**src/rtl/drum_spi_reader.sv**
```systemverilog
// drum_spi_reader: SPI mode-0 master that fetches 8-bit drum command frames from
// drum_spi_slave whenever its done flag is raised, then validates and decodes them.
module drum_spi_reader #(
  parameter int unsigned CLK_DIV        = 4,
  parameter int unsigned TIMEOUT_CYCLES = 3000
) (
  input  logic       clk,
  input  logic       rst_n,
  input  logic       enable,
  input  logic       done,
  input  logic       sdi,
  output logic       sck,
  output logic       sdo,
  output logic       load,
  output logic       busy,
  output logic       cmd_valid,
  output logic [3:0] cmd_code,
  output logic [7:0] cmd_raw,
  output logic       empty_frame,
  output logic       frame_error
);

  typedef enum logic [2:0] {
    IDLE,
    LOAD,
    SHIFT,
    RELEASE,
    WAIT_DONE_LOW
  } state_t;

  localparam logic [7:0]  DIV_LAST = 8'(CLK_DIV - 1);
  localparam logic [16:0] TO_LIM   = 17'(TIMEOUT_CYCLES);

  state_t      state, state_next;
  logic        done_meta, done_sync;
  logic [7:0]  div_cnt;
  logic [2:0]  bit_cnt;
  logic        tail;
  logic        sck_q;
  logic [7:0]  shreg;
  logic [15:0] tcnt;

  logic        div_end, sck_rise, sck_fall, timeout;

  always_comb begin
    div_end  = (div_cnt == DIV_LAST);
    sck_rise = (state == SHIFT) && !tail && div_end && !sck_q;
    sck_fall = (state == SHIFT) && !tail && div_end && sck_q;
    // Pulse lands TIMEOUT_CYCLES clocks after RELEASE: tcnt is 0 in the first
    // WAIT_DONE_LOW cycle and frame_error is registered one cycle later.
    timeout  = (({1'b0, tcnt} + 17'd2) >= TO_LIM);

    state_next = state;
    case (state)
      IDLE:          if (enable && done_sync) state_next = LOAD;
      LOAD:          if (div_end) state_next = SHIFT;
      SHIFT:         if (tail) state_next = RELEASE;
      RELEASE:       state_next = WAIT_DONE_LOW;
      WAIT_DONE_LOW: if (!done_sync || timeout) state_next = IDLE;
      default:       state_next = IDLE;
    endcase
  end

  always_ff @(posedge clk or negedge rst_n) begin
    if (!rst_n) state <= IDLE;
    else        state <= state_next;
  end

  always_ff @(posedge clk or negedge rst_n) begin
    if (!rst_n) begin
      done_meta   <= 1'b0;
      done_sync   <= 1'b0;
      div_cnt     <= '0;
      bit_cnt     <= '0;
      tail        <= 1'b0;
      sck_q       <= 1'b0;
      shreg       <= '0;
      tcnt        <= '0;
      cmd_valid   <= 1'b0;
      cmd_code    <= '0;
      cmd_raw     <= '0;
      empty_frame <= 1'b0;
      frame_error <= 1'b0;
    end else begin
      done_meta   <= done;
      done_sync   <= done_meta;
      cmd_valid   <= 1'b0;
      empty_frame <= 1'b0;
      frame_error <= 1'b0;
      case (state)
        IDLE: begin
          div_cnt <= '0;
          bit_cnt <= '0;
          tail    <= 1'b0;
          sck_q   <= 1'b0;
        end
        LOAD: div_cnt <= div_end ? '0 : div_cnt + 8'd1;
        SHIFT: begin
          if (!tail) begin
            div_cnt <= div_end ? '0 : div_cnt + 8'd1;
            if (sck_rise) begin
              sck_q <= 1'b1;
              shreg <= {shreg[6:0], sdi};
            end
            if (sck_fall) begin
              sck_q   <= 1'b0;
              bit_cnt <= bit_cnt + 3'd1;
              if (bit_cnt == 3'd7) tail <= 1'b1;
            end
          end else begin
            // Decode on the way into RELEASE so results appear as load drops.
            cmd_raw <= shreg;
            if (!shreg[7]) begin
              empty_frame <= 1'b1;
            end else if (shreg[6:4] == 3'b000) begin
              cmd_valid <= 1'b1;
              cmd_code  <= shreg[3:0];
            end else begin
              frame_error <= 1'b1;
            end
          end
        end
        RELEASE: begin
          tail <= 1'b0;
          tcnt <= '0;
        end
        WAIT_DONE_LOW: begin
          if (tcnt != '1) tcnt <= tcnt + 16'd1;
          if (done_sync && timeout) frame_error <= 1'b1;
        end
        default: ;
      endcase
    end
  end

  assign sck  = sck_q;
  assign sdo  = 1'b0;
  assign load = (state == LOAD) || (state == SHIFT);
  assign busy = (state != IDLE);

endmodule

```
**config.mk**
```make
export PLATFORM = sky130hd
export DESIGN_NAME = drum_spi_reader
export DESIGN_NICKNAME = d
export VERILOG_FILES = /design/src/rtl/drum_spi_reader.sv
export SDC_FILE = /design/constraint.sdc
export NUM_CORES = 1
export LEC_CHECK = 0
export CAP_MARGIN = 30
export CORE_MARGIN = 1
export CORE_UTILIZATION = 57
export DETAILED_ROUTE_END_ITERATION = 10
export GPL_TIMING_DRIVEN = 0
export PLACE_DENSITY = 0.79
export SLEW_MARGIN = 10
export SYNTH_ARGS = -nofsm -noshare
export SYNTH_HDL_FRONTEND = slang
export SYNTH_SLANG_ARGS = --single-unit
```
**constraint.sdc**
```tcl
create_clock -name clk -period 2.75 [get_ports clk]
set_clock_uncertainty 0.15 [all_clocks]
set_input_delay 0.55 -clock clk [delete_from_list [all_inputs] [get_ports clk]]
set_output_delay 0.55 -clock clk [all_outputs]
set_load 0.05 [all_outputs]
```
==> results of run 1 <==
-- worst max-delay path, stage by stage (launching register included) --
cell           delay, ps
dfrtp_1              380
buf_2                190
nand2b_1             180
a21oi_2              250
dlygate4sd2_1        560
-- area by class of cell --
cell class | count | area, um2 | area share [%]
Buffer | 11 | 50.05 | 1.503
Clock buffer | 12 | 155.1 | 4.658
Clock inverter | 4 | 75.07 | 2.254
Inverter | 6 | 22.52 | 0.6762
Multi-Input combinational cell | 201 | 1303 | 39.11
Sequential cell | 57 | 1426 | 42.83
Tap cell | 67 | 83.83 | 2.517
Timing Repair Buffer | 22 | 215.2 | 6.461
-- timing repair --
item                       CTS  global route
hold endpoints to repair     0             0
gates resized for setup      2             0
setup endpoints to repair    2             0
-- sequential cells by signal, indices dropped and copies added (netlist names) --
name and flops:
frame_error 1, cmd_valid 1, div_cnt 8, cmd_raw 8
state 3, sck 1, cmd_code 4, done_sync 1
empty_frame 1, tcnt 16, bit_cnt 3, shreg 8
done_meta 1, tail 1
-- cell usage in the layout (no fill, tap or decap), types with 2 or more instances in the layout --
| master | n |
|---|---|
| nand3_1 | 17 |
| nor3_1 | 4 |
| nand2_1 | 35 |
| and3_1 | 6 |
| a31oi_1 | 2 |
| mux2_1 | 2 |
| inv_1 | 6 |
| o21ai_0 | 17 |
| clkdlybuf4s50_1 | 19 |
| nand4_1 | 4 |
| or2_2 | 2 |
| buf_4 | 2 |
| clkbuf_8 | 11 |
| mux2_2 | 14 |
| dfrtp_1 | 57 |
| o31ai_1 | 4 |
| mux2i_1 | 7 |
| nor4_1 | 3 |
| o41ai_1 | 2 |
| clkbuf_1 | 7 |
| xor2_1 | 9 |
| clkinvlp_4 | 2 |
| and2_1 | 2 |
| bufinv_16 | 2 |
| nor2_1 | 27 |
| ha_1 | 6 |
| nor2b_1 | 4 |
| a21oi_1 | 4 |
| buf_2 | 4 |
| xnor2_1 | 5 |
| dlygate4sd2_1 | 2 |
| nand2b_1 | 5 |
| o2bb2ai_1 | 2 |
-- power breakdown --
part | total, mW | internal (mW) | switching [mW]
clock network | 0.896 | 0.560 | 0.336
logic | 0.506 | 0.159 | 0.347
registers | 0.927 | 0.886 | 0.0408
total | 2.33 | 1.60 | 0.724
-- final timing paths --
check	from	endpoint
max in group asynchronous	rst_n	cmd_raw[7]$_DFFE_PN0P_
min reg2reg	done_meta$_DFF_PN0_	done_sync$_DFF_PN0_
max	state[1]$_DFFE_PN0P_	load
max reg2reg	div_cnt[4]$_DFFE_PN0P_	shreg[2]$_DFFE_PN0P_
min	rst_n	div_cnt[4]$_DFFE_PN0P_
min in group clk	done_meta$_DFF_PN0_	done_sync$_DFF_PN0_
-- stage by stage --
| stage | utilization, % | worst slack [ps] |
|---|---|---|
| global route | 70.52 | 41.18 |
| detailed placement | 65.70 | 226.1 |
| finish | 70.52 | 151.6 |
| CTS | 70.52 | 137.1 |
| floorplan | - | 342.5 |
| global placement | 65.75 | -777.6 |
-- metal layers --
metal | vias to the layer above | track usage (%)
li1 | 1024 | -
met1 | 975 | 30.21
met2 | 53 | 36.76
met3 | 9 | 4.722
met4 | 0 | 11.98
met5 | - | 0
-- cells by family (layout without fill, tap and decap cells) --
| group | count (synthesis) | after routing | synth area share [%] |
|---|---|---|---|
| XOR/XNOR | 14 | 14 | 4.377 |
| adder cells (fa/ha/maj) | 6 | 6 | 2.680 |
| flip-flops | 57 | 57 | 50.92 |
| buffers and inverters | 17 | 55 | 2.590 |
| AND/OR/NAND/NOR | 117 | 117 | 20.90 |
| other | 1 | 1 | 0.1339 |
| multiplexers | 23 | 23 | 8.933 |
| AO/OA/AOI/OAI | 40 | 40 | 9.469 |
==> run summary, run 1 <==
#FFs+latches synth: 57
deepest level of the CTS H-tree: 3
Primary FF master, synth: dfrtp_1
CTS tree: yes
syn nets: 286
root buffer cell: clkbuf_8
Inserted Clock Buffers: 9
Worst slew margin: 43.66%
total core area: 4723 um2
RePlAce Congestion: 0.9749
Fillers: 356
PD cells: 699.1 nW/um2
worst min path class: input pin to async pin
Max Fclk: 0.3849 GHz
global-route wire length before repair: 9.218 mm
Die Y-Extent: 72.11 um
crit-path max FO: 10
antenna violations before repair: 0
Clock transition at path regs: 70 ps
top-area cell type share of the netlist area: 50.92%
top cells by area, synth: dfrtp_1 51%, mux2_2 5.6%, nand2_1 4.7%
min Tclk post-route: 2598 ps
Max Buffers Root-to-Sink: 2
vias: 2061
DR vias/cell: 5.424
area grow syn2layout: 18.89%
HPWL after detailed placement: 3.600 mm
synthesized netlist cell count: 275
Worst Reg2Reg Path Length in Cells: 7
Worst-Margin Slew: 840.1 ps
design area: 3331 um2
most numerous cell in the Yosys netlist: dfrtp_1
antenna viol nets, final: 0
critical path class: flip-flop to output pin
most instantiated cells after synthesis: 57 x dfrtp_1, 35 x nand2_1, 27 x nor2_1
status: finished, final reports clean
Initial Util: 59.31%
Pleak: 1.546 nW
Critical Path RT: 2050 ps
I/O Buffers: 22
Final TNS setup: 0 ps
Synth Cell Area: 2801 um2
max layer used: met4
Clk Latency, worst-skew pair: 340 ps
FF-to-FF setup slack: 270 ps
Min Hold Slack: 111.3 ps
routed wl met3: 235 um
RSZ-0062 raised after global routing: false
VDD IR max: 0.3843 mV
final-report setup violation count: 0
# clock sinks: 57
die area: 5199 um2
drt drc: 0
leading area contributor after synthesis: dfrtp_1
WL final: 5.399 mm
vias in the first global route: 2041
Detailed Routing Iterations Pass 1: 4
Metal-1 WL: 2.471 mm
fin. max-slew vios: 0
# hold bufs at CTS: 0
ANT cells: 0
standard-cell rows: 25
period utilization: 94.49%
initial DRC count: 128
Routed WL per cell: 14.21 um
final cell count without fillers: 380
Synth warnings: 0
EDFF count, synth: 0
I/O pin count: 24
Hold Fails Final Rpt: 0
share of layout cells above drive strength 1: 13.42%
Pwr Total: 2.329 mW
Worst Setup Start Kind: flip-flop
max cap viols: 0
GRT overflow: 0
placed instance area: 3103 um2
Worst Path Arrival: 1900 ps
Die W: 72.11 um
number of instances in the placed design: 364
Critical Path End Type: output pin
Distinct cells, synth: 46
Async SR Flop Fraction: 100.0%
total global-route track usage: 23.16%
largest net degree at the start of global routing: 58
postcts setup bufs: 0
Final #Nets: 319
met2 wire length: 2.597 mm
sequential share of the synthesized area: 50.92%
Syn Area/Cell: 10.19 um2
No activity file was read; power rests on OpenSTA's default activity.
==> run 2, diff against run 1 <==
--- a/config.mk
+++ b/config.mk
@@ -7,10 +7,10 @@
 export LEC_CHECK = 0
 export CAP_MARGIN = 30
 export CORE_MARGIN = 1
-export CORE_UTILIZATION = 57
+export CORE_UTILIZATION = 60
 export DETAILED_ROUTE_END_ITERATION = 10
-export GPL_TIMING_DRIVEN = 0
-export PLACE_DENSITY = 0.79
+export DONT_BUFFER_PORTS = 1
+export PLACE_DENSITY = 0.76
 export SLEW_MARGIN = 10
 export SYNTH_ARGS = -nofsm -noshare
 export SYNTH_HDL_FRONTEND = slang
==> run summary, run 2 (synthesis gave the netlist of run 1 again) <==
Reg with most FFs: tcnt (unchanged)
antenna viol nets, final: 0 (unchanged)
Final TNS setup: 0 ps (unchanged)
total core area: 4414 um2 (was 4723 um2)
Critical R2R Capture: shreg[5]$_DFFE_PN0P_ (was shreg[2]$_DFFE_PN0P_)
CP endpoint: shreg[5]$_DFFE_PN0P_ (was load)
FF-to-FF setup slack: 280 ps (was 270 ps)
max FFs per register: 16 (unchanged)
global-route wire length before repair: 9.073 mm (was 9.218 mm)
Critical Path End Type: flip-flop (was output pin)
min Tclk post-route: 2470 ps (was 2598 ps)
total global-route track usage: 24.08% (was 23.16%)
period utilization: 89.80% (was 94.49%)
PD cells: 707.9 nW/um2 (was 699.1 nW/um2)
GRT overflow: 0 (unchanged)
ANT cells: 0 (unchanged)
vias in the first global route: 1942 (was 2041)
status: finished, final reports clean (unchanged)
commonest non-fill, non-tap cell in the layout: dfrtp_1 (unchanged)
deepest level of the CTS H-tree: 3 (unchanged)
Critical Path RT: 2820 ps (was 2050 ps)
Clock transition at path regs: 60 ps (was 70 ps)
Final #Nets: 292 (was 319)
share of layout cells above drive strength 1: 14.34% (was 13.42%)
worst min path class: input pin to flip-flop (was input pin to async pin)
crit-path max FO: 9 (was 10)
largest net degree at the start of global routing: 58 (unchanged)
Inserted Clock Buffers: 9 (unchanged)
HPWL after detailed placement: 3.492 mm (was 3.600 mm)
WL final: 5.045 mm (was 5.399 mm)
Clk Latency, worst-skew pair: 330 ps (was 340 ps)
most frequent cells in the layout: 57 x dfrtp_1, 35 x nand2_1, 27 x nor2_1, 17 x nand3_1, 17 x o21ai_0 (was 57 x dfrtp_1, 35 x nand2_1, 27 x nor2_1, 19 x clkdlybuf4s50_1)
VDD IR max: 0.4733 mV (was 0.3843 mV)
final-report setup violation count: 0 (unchanged)
Worst Reg2Reg Path Length in Cells: 6 (was 7)
crit-path max cell delay: 510 ps (was 560 ps)
Detailed Routing Iterations Pass 1: 4 (unchanged)
DR vias/cell: 5.766 (was 5.424)
Slowest cell on crit path: or4_1 (was dlygate4sd2_1)
root buffer cell: clkbuf_8 (unchanged)
Resized Gates After CTS: 0 (was 2)
die area: 4946 um2 (was 5199 um2)
drt drc: 0 (unchanged)
Worst Setup Start Kind: flip-flop (unchanged)
Pwr Total: 2.188 mW (was 2.329 mW)
vias: 1949 (was 2061)
launch point of the critical path: div_cnt[4]$_DFFE_PN0P_ (was state[1]$_DFFE_PN0P_)
area grow syn2layout: 10.32% (was 18.89%)
Die W: 70.33 um (was 72.11 um)
Initial Util: 63.46% (was 59.31%)
antenna violations before repair: 0 (unchanged)
fin. max-slew vios: 0 (unchanged)
RePlAce Congestion: 0.8570 (was 0.9749)
I/O Buffers: 0 (was 22)
standard-cell rows: 24 (was 25)
Worst slew margin: 46.68% (was 43.66%)
worst-path cell chain: or4_1 > or3_1 > nor2_4 > nand3_4 > nor2_8 > mux2_2 (was buf_2 > nand2b_1 > a21oi_2 > dlygate4sd2_1)
initial DRC count: 194 (was 128)
Pleak: 1.467 nW (was 1.546 nW)
CTS tree: yes (unchanged)
Worst-Margin Slew: 796.9 ps (was 840.1 ps)
Max Fclk: 0.4049 GHz (was 0.3849 GHz)
Worst Path Arrival: 2540 ps (was 1900 ps)
I/O pin count: 24 (unchanged)
critical path class: flip-flop to flip-flop (was flip-flop to output pin)
Hold Fails Final Rpt: 0 (unchanged)
Die Y-Extent: 70.33 um (was 72.11 um)
Max Buffers Root-to-Sink: 2 (unchanged)
max cap viols: 0 (unchanged)
Routed WL per cell: 14.93 um (was 14.21 um)
# clock sinks: 57 (unchanged)
worst r2r src: div_cnt[4]$_DFFE_PN0P_ (unchanged)
RSZ-0062 raised after global routing: false (unchanged)
run 2: cell count changes in the layout (fill, tap and decap cells not counted):
cell and delta:
buf_16 +1, buf_2 -4, buf_4 +2, bufinv_16 -1, clkbuf_1 -6, clkdlybuf4s50_1 -19
clkinv_2 +1, clkinv_4 +1, clkinvlp_4 -1, dlygate4sd2_1 -2, dlygate4sd3_1 +1
run 2: stage by stage:
stage	util (%)	worst slack (ps)	instances	hold WS, ps	cell area (um2)
detailed placement	64.48	275.6	320	106.1	2846
global route	70.01	153.8	338	69.46	3090
CTS	70.01	271.4	338	76.73	3090
finish	70.01	280.4	338	93.88	3090
floorplan	-	342.5	275	104.4	2801
global placement	64.48	337.6	320	105.9	2846
run 2: area by class of cell:
type	instances	area, um2
inverters	6	22.52
clock buffers	12	155.1
repair buffers	6	67.56
multi-input cells	201	1303
clock inverters	4	51.30
well taps	52	65.06
fillers	334	1324
flip-flops and latches	57	1426
run 2: worst max-delay path, delay by kind of cell (launching register included):
family        cells  cell delay [ps]
simple gates      5             1430
mux               1              350
flops             1              420
run 2: power by group:
part | total, mW | internal (mW) | switching, mW | leakage, nW
Clock | 0.790 | 0.468 | 0.322 | 0.103
Combinational | 0.437 | 0.131 | 0.306 | 0.579
Sequential | 0.961 | 0.886 | 0.0746 | 0.786
run 2: worst min path at each step:
stage,start,endpoint,cells after the start
5_1_grt,done,done_meta$_DFF_PN0_,0
3_5_place_dp,rst_n,div_cnt[7]$_DFFE_PN0P_,0
3_3_place_gp,rst_n,div_cnt[2]$_DFFE_PN0P_,0
6_report,done,done_meta$_DFF_PN0_,0
2_1_floorplan,rst_n,bit_cnt[0]$_DFFE_PN0P_,0
4_1_cts,done,done_meta$_DFF_PN0_,0
run 2: repair_timing:
item | CTS | global route
hold buffers | 2 | 0
hold endpoints to repair | 57 | 0
buffers inserted | 0 | 0
run 2: metal layers:
metal | global-route usage [%] | wire [um]
met1 | 31.03 | 2313
met2 | 36.83 | 2441
met3 | 7.937 | 221
met4 | 11.11 | 68
met5 | 0 | 0
==> run 3, diff against run 2 <==
--- a/config.mk
+++ b/config.mk
@@ -8,9 +8,10 @@
 export CAP_MARGIN = 30
 export CORE_MARGIN = 1
 export CORE_UTILIZATION = 60
+export CTS_BUF_LIST = sky130_fd_sc_hd__clkbuf_16
 export DETAILED_ROUTE_END_ITERATION = 10
 export DONT_BUFFER_PORTS = 1
-export PLACE_DENSITY = 0.76
+export PLACE_DENSITY = 0.81
 export SLEW_MARGIN = 10
 export SYNTH_ARGS = -nofsm -noshare
 export SYNTH_HDL_FRONTEND = slang
==> run summary, run 3 (synthesis gave the netlist of run 1 again) <==
status: finished, final reports clean (unchanged)
worst min path class: input pin to flip-flop (unchanged)
Initial Util: 63.46% (unchanged)
Die W: 70.33 um (unchanged)
Flop pwr share: 40.3% (was 43.9%)
initial DRC count: 191 (was 194)
hold depth: 0 (unchanged)
largest net degree at the start of global routing: 58 (unchanged)
Inserted Clock Buffers: 9 (unchanged)
total core area: 4414 um2 (unchanged)
switching part of the total: 32.05% (was 32.12%)
# hold bufs at CTS: 2 (unchanged)
RSZ-0062 raised after global routing: false (unchanged)
max cap viols: 0 (unchanged)
Clk Latency, worst-skew pair: 330 ps (about the same)
antenna violations before repair: 0 (unchanged)
root buffer cell: clkbuf_16 (was clkbuf_8)
critical path class: flip-flop to flip-flop (unchanged)
most frequent cells in the layout: 57 x dfrtp_1, 35 x nand2_1, 27 x nor2_1, 17 x nand3_1, 17 x o21ai_0 (unchanged)
PD cells: 761.0 nW/um2 (was 707.9 nW/um2)
met3 Resource Use GR: 8.369% (was 7.937%)
share of layout cells above drive strength 1: 13.78% (was 14.34%)
FF-to-FF setup slack: 250 ps (was 280 ps)
Critical R2R Capture: shreg[2]$_DFFE_PN0P_ (was shreg[5]$_DFFE_PN0P_)
Worst slew margin: 54.58% (was 46.68%)
die area: 4946 um2 (unchanged)
Die Y-Extent: 70.33 um (unchanged)
commonest non-fill, non-tap cell in the layout: dfrtp_1 (unchanged)
Max Buffers Root-to-Sink: 2 (unchanged)
crit-path max FO: 9 (unchanged)
fin. max-slew vios: 0 (unchanged)
Detailed Routing Iterations Pass 1: 4 (unchanged)
max FFs per register: 16 (unchanged)
Critical Path End Type: flip-flop (unchanged)
worst r2r src: div_cnt[4]$_DFFE_PN0P_ (unchanged)
Critical Path RT: 2810 ps (was 2820 ps)
RePlAce Congestion: 0.9157 (was 0.8570)
family with the most delay on the worst path: simple AND/OR/NAND/NOR gates (unchanged)
min Tclk post-route: 2500 ps (was 2470 ps)
I/O Buffers: 0 (unchanged)
DR vias/cell: 5.928 (was 5.766)
Most Used Layer, Global Route: met2 (unchanged)
Reg with most FFs: tcnt (unchanged)
Slowest cell on crit path: or4_1 (unchanged)
CTS tree: yes (unchanged)
crit-path max cell delay: 520 ps (was 510 ps)
area grow syn2layout: 12.06% (was 10.32%)
period utilization: 90.90% (was 89.80%)
vias: 1986 (was 1949)
Comb power frac: 18.3% (was 20.0%)
final-report setup violation count: 0 (unchanged)
Clock transition at path regs: 50 ps (was 60 ps)
deepest level of the CTS H-tree: 3 (unchanged)
total global-route track usage: 24.27% (was 24.08%)
VDD IR max: 0.5517 mV (was 0.4733 mV)
standard-cell rows: 24 (unchanged)
drt drc: 0 (unchanged)
Final TNS setup: 0 ps (unchanged)
Worst Path Arrival: 2560 ps (was 2540 ps)
ANT cells: 0 (unchanged)
Final #Nets: 290 (was 292)
HPWL after detailed placement: 3.528 mm (was 3.492 mm)
Fillers: 314 (was 334)
Worst Reg2Reg Path Length in Cells: 6 (unchanged)
postcts setup bufs: 0 (unchanged)
Routed WL per cell: 15.53 um (was 14.93 um)
Critical path buffers and inverters: 0 (unchanged)
Worst Setup Start Kind: flip-flop (unchanged)
Max Fclk: 0.4000 GHz (was 0.4049 GHz)
I/O pin count: 24 (unchanged)
Hold Fails Final Rpt: 0 (unchanged)
# clock sinks: 57 (unchanged)
antenna viol nets, final: 0 (unchanged)
Pleak: 1.478 nW (was 1.467 nW)
switching power: 0.7658 mW (was 0.7027 mW)
global-route wire length before repair: 9.135 mm (was 9.073 mm)
GRT overflow: 0 (unchanged)
Pwr Total: 2.389 mW (was 2.188 mW)
met2 Use GR: 35.45% (was 36.83%)
clock network fraction of total power: 41.4% (was 36.1%)
Min-Delay Endpoint: done_meta$_DFF_PN0_ (unchanged)
WL final: 5.202 mm (was 5.045 mm)
worst-path cell chain: or4_1 > or3_1 > nor2_4 > nand3_4 > nor2_8 > mux2_2 (unchanged)
M1 GR Usage: 33.14% (was 31.03%)
vias in the first global route: 1924 (was 1942)
Resized Gates After CTS: 0 (unchanged)
Worst-Margin Slew: 678.8 ps (was 796.9 ps)
Min-Delay Startpoint: done (unchanged)
Internal Power: 1.623 mW (was 1.485 mW)
==> run 3: layer usage <==
layer | routed length, um | share of wire (%) | vias up
met5 | 0 | 0 | -
met4 | 107 | 2.1 | 0
met3 | 252 | 4.8 | 10
met2 | 2412 | 46 | 44
met1 | 2429 | 47 | 960
li1 | - | - | 972
==> run 3: power groups by stage <==
stage	clock [mW]	combinational, mW	sequential (mW)
after floorplan	0	0.387	0.934
after global placement	0	0.407	0.975
after global routing	1.04	0.499	0.977
final	0.990	0.436	0.963
after CTS	1.00	0.440	0.964
after detailed placement	0	0.417	0.978
==> run 3: worst max-delay path by stage <==
stage	start	to	slack (ps)	cells past startpoint
finish	div_cnt[4]$_DFFE_PN0P_	shreg[2]$_DFFE_PN0P_	250	6
floorplan	state[0]$_DFFE_PN0P_	div_cnt[5]$_DFFE_PN0P_	340	7
CTS	div_cnt[4]$_DFFE_PN0P_	shreg[7]$_DFFE_PN0P_	250	6
global placement	div_cnt[4]$_DFFE_PN0P_	shreg[6]$_DFFE_PN0P_	340	6
global route	div_cnt[4]$_DFFE_PN0P_	shreg[2]$_DFFE_PN0P_	140	6
detailed placement	div_cnt[4]$_DFFE_PN0P_	shreg[7]$_DFFE_PN0P_	280	6
==> run 3: area by class of cell <==
cell class | instances | area [um2] | area share, %
repair buffers | 4 | 52.55 | 1.674
inverters | 6 | 22.52 | 0.7174
clock inverters | 6 | 45.04 | 1.435
clock buffers | 9 | 225.2 | 7.174
well taps | 52 | 65.06 | 2.073
multi-input cells | 201 | 1303 | 41.49
flip-flops and latches | 57 | 1426 | 45.44
==> run 3: worst register-to-register path, cell delays in order, from the launching register on <==
cell and delay [ps]:
dfrtp_1 410, or4_1 520, or3_1 450, nor2_4 170, nand3_4 110, nor2_8 200, mux2_2 360
==> run 3: stage by stage <==
stage	worst slack, ps	std cells	utilization (%)	area (um2)	hold slack (ps)
detailed placement	275.8	318	64.14	2831	105.4
global placement	341.8	318	64.14	2831	105.4
global route	139.9	335	71.12	3139	85.31
CTS	251.0	335	71.12	3139	94.68
floorplan	342.5	275	-	2801	104.4
finish	250.2	335	71.12	3139	98.95
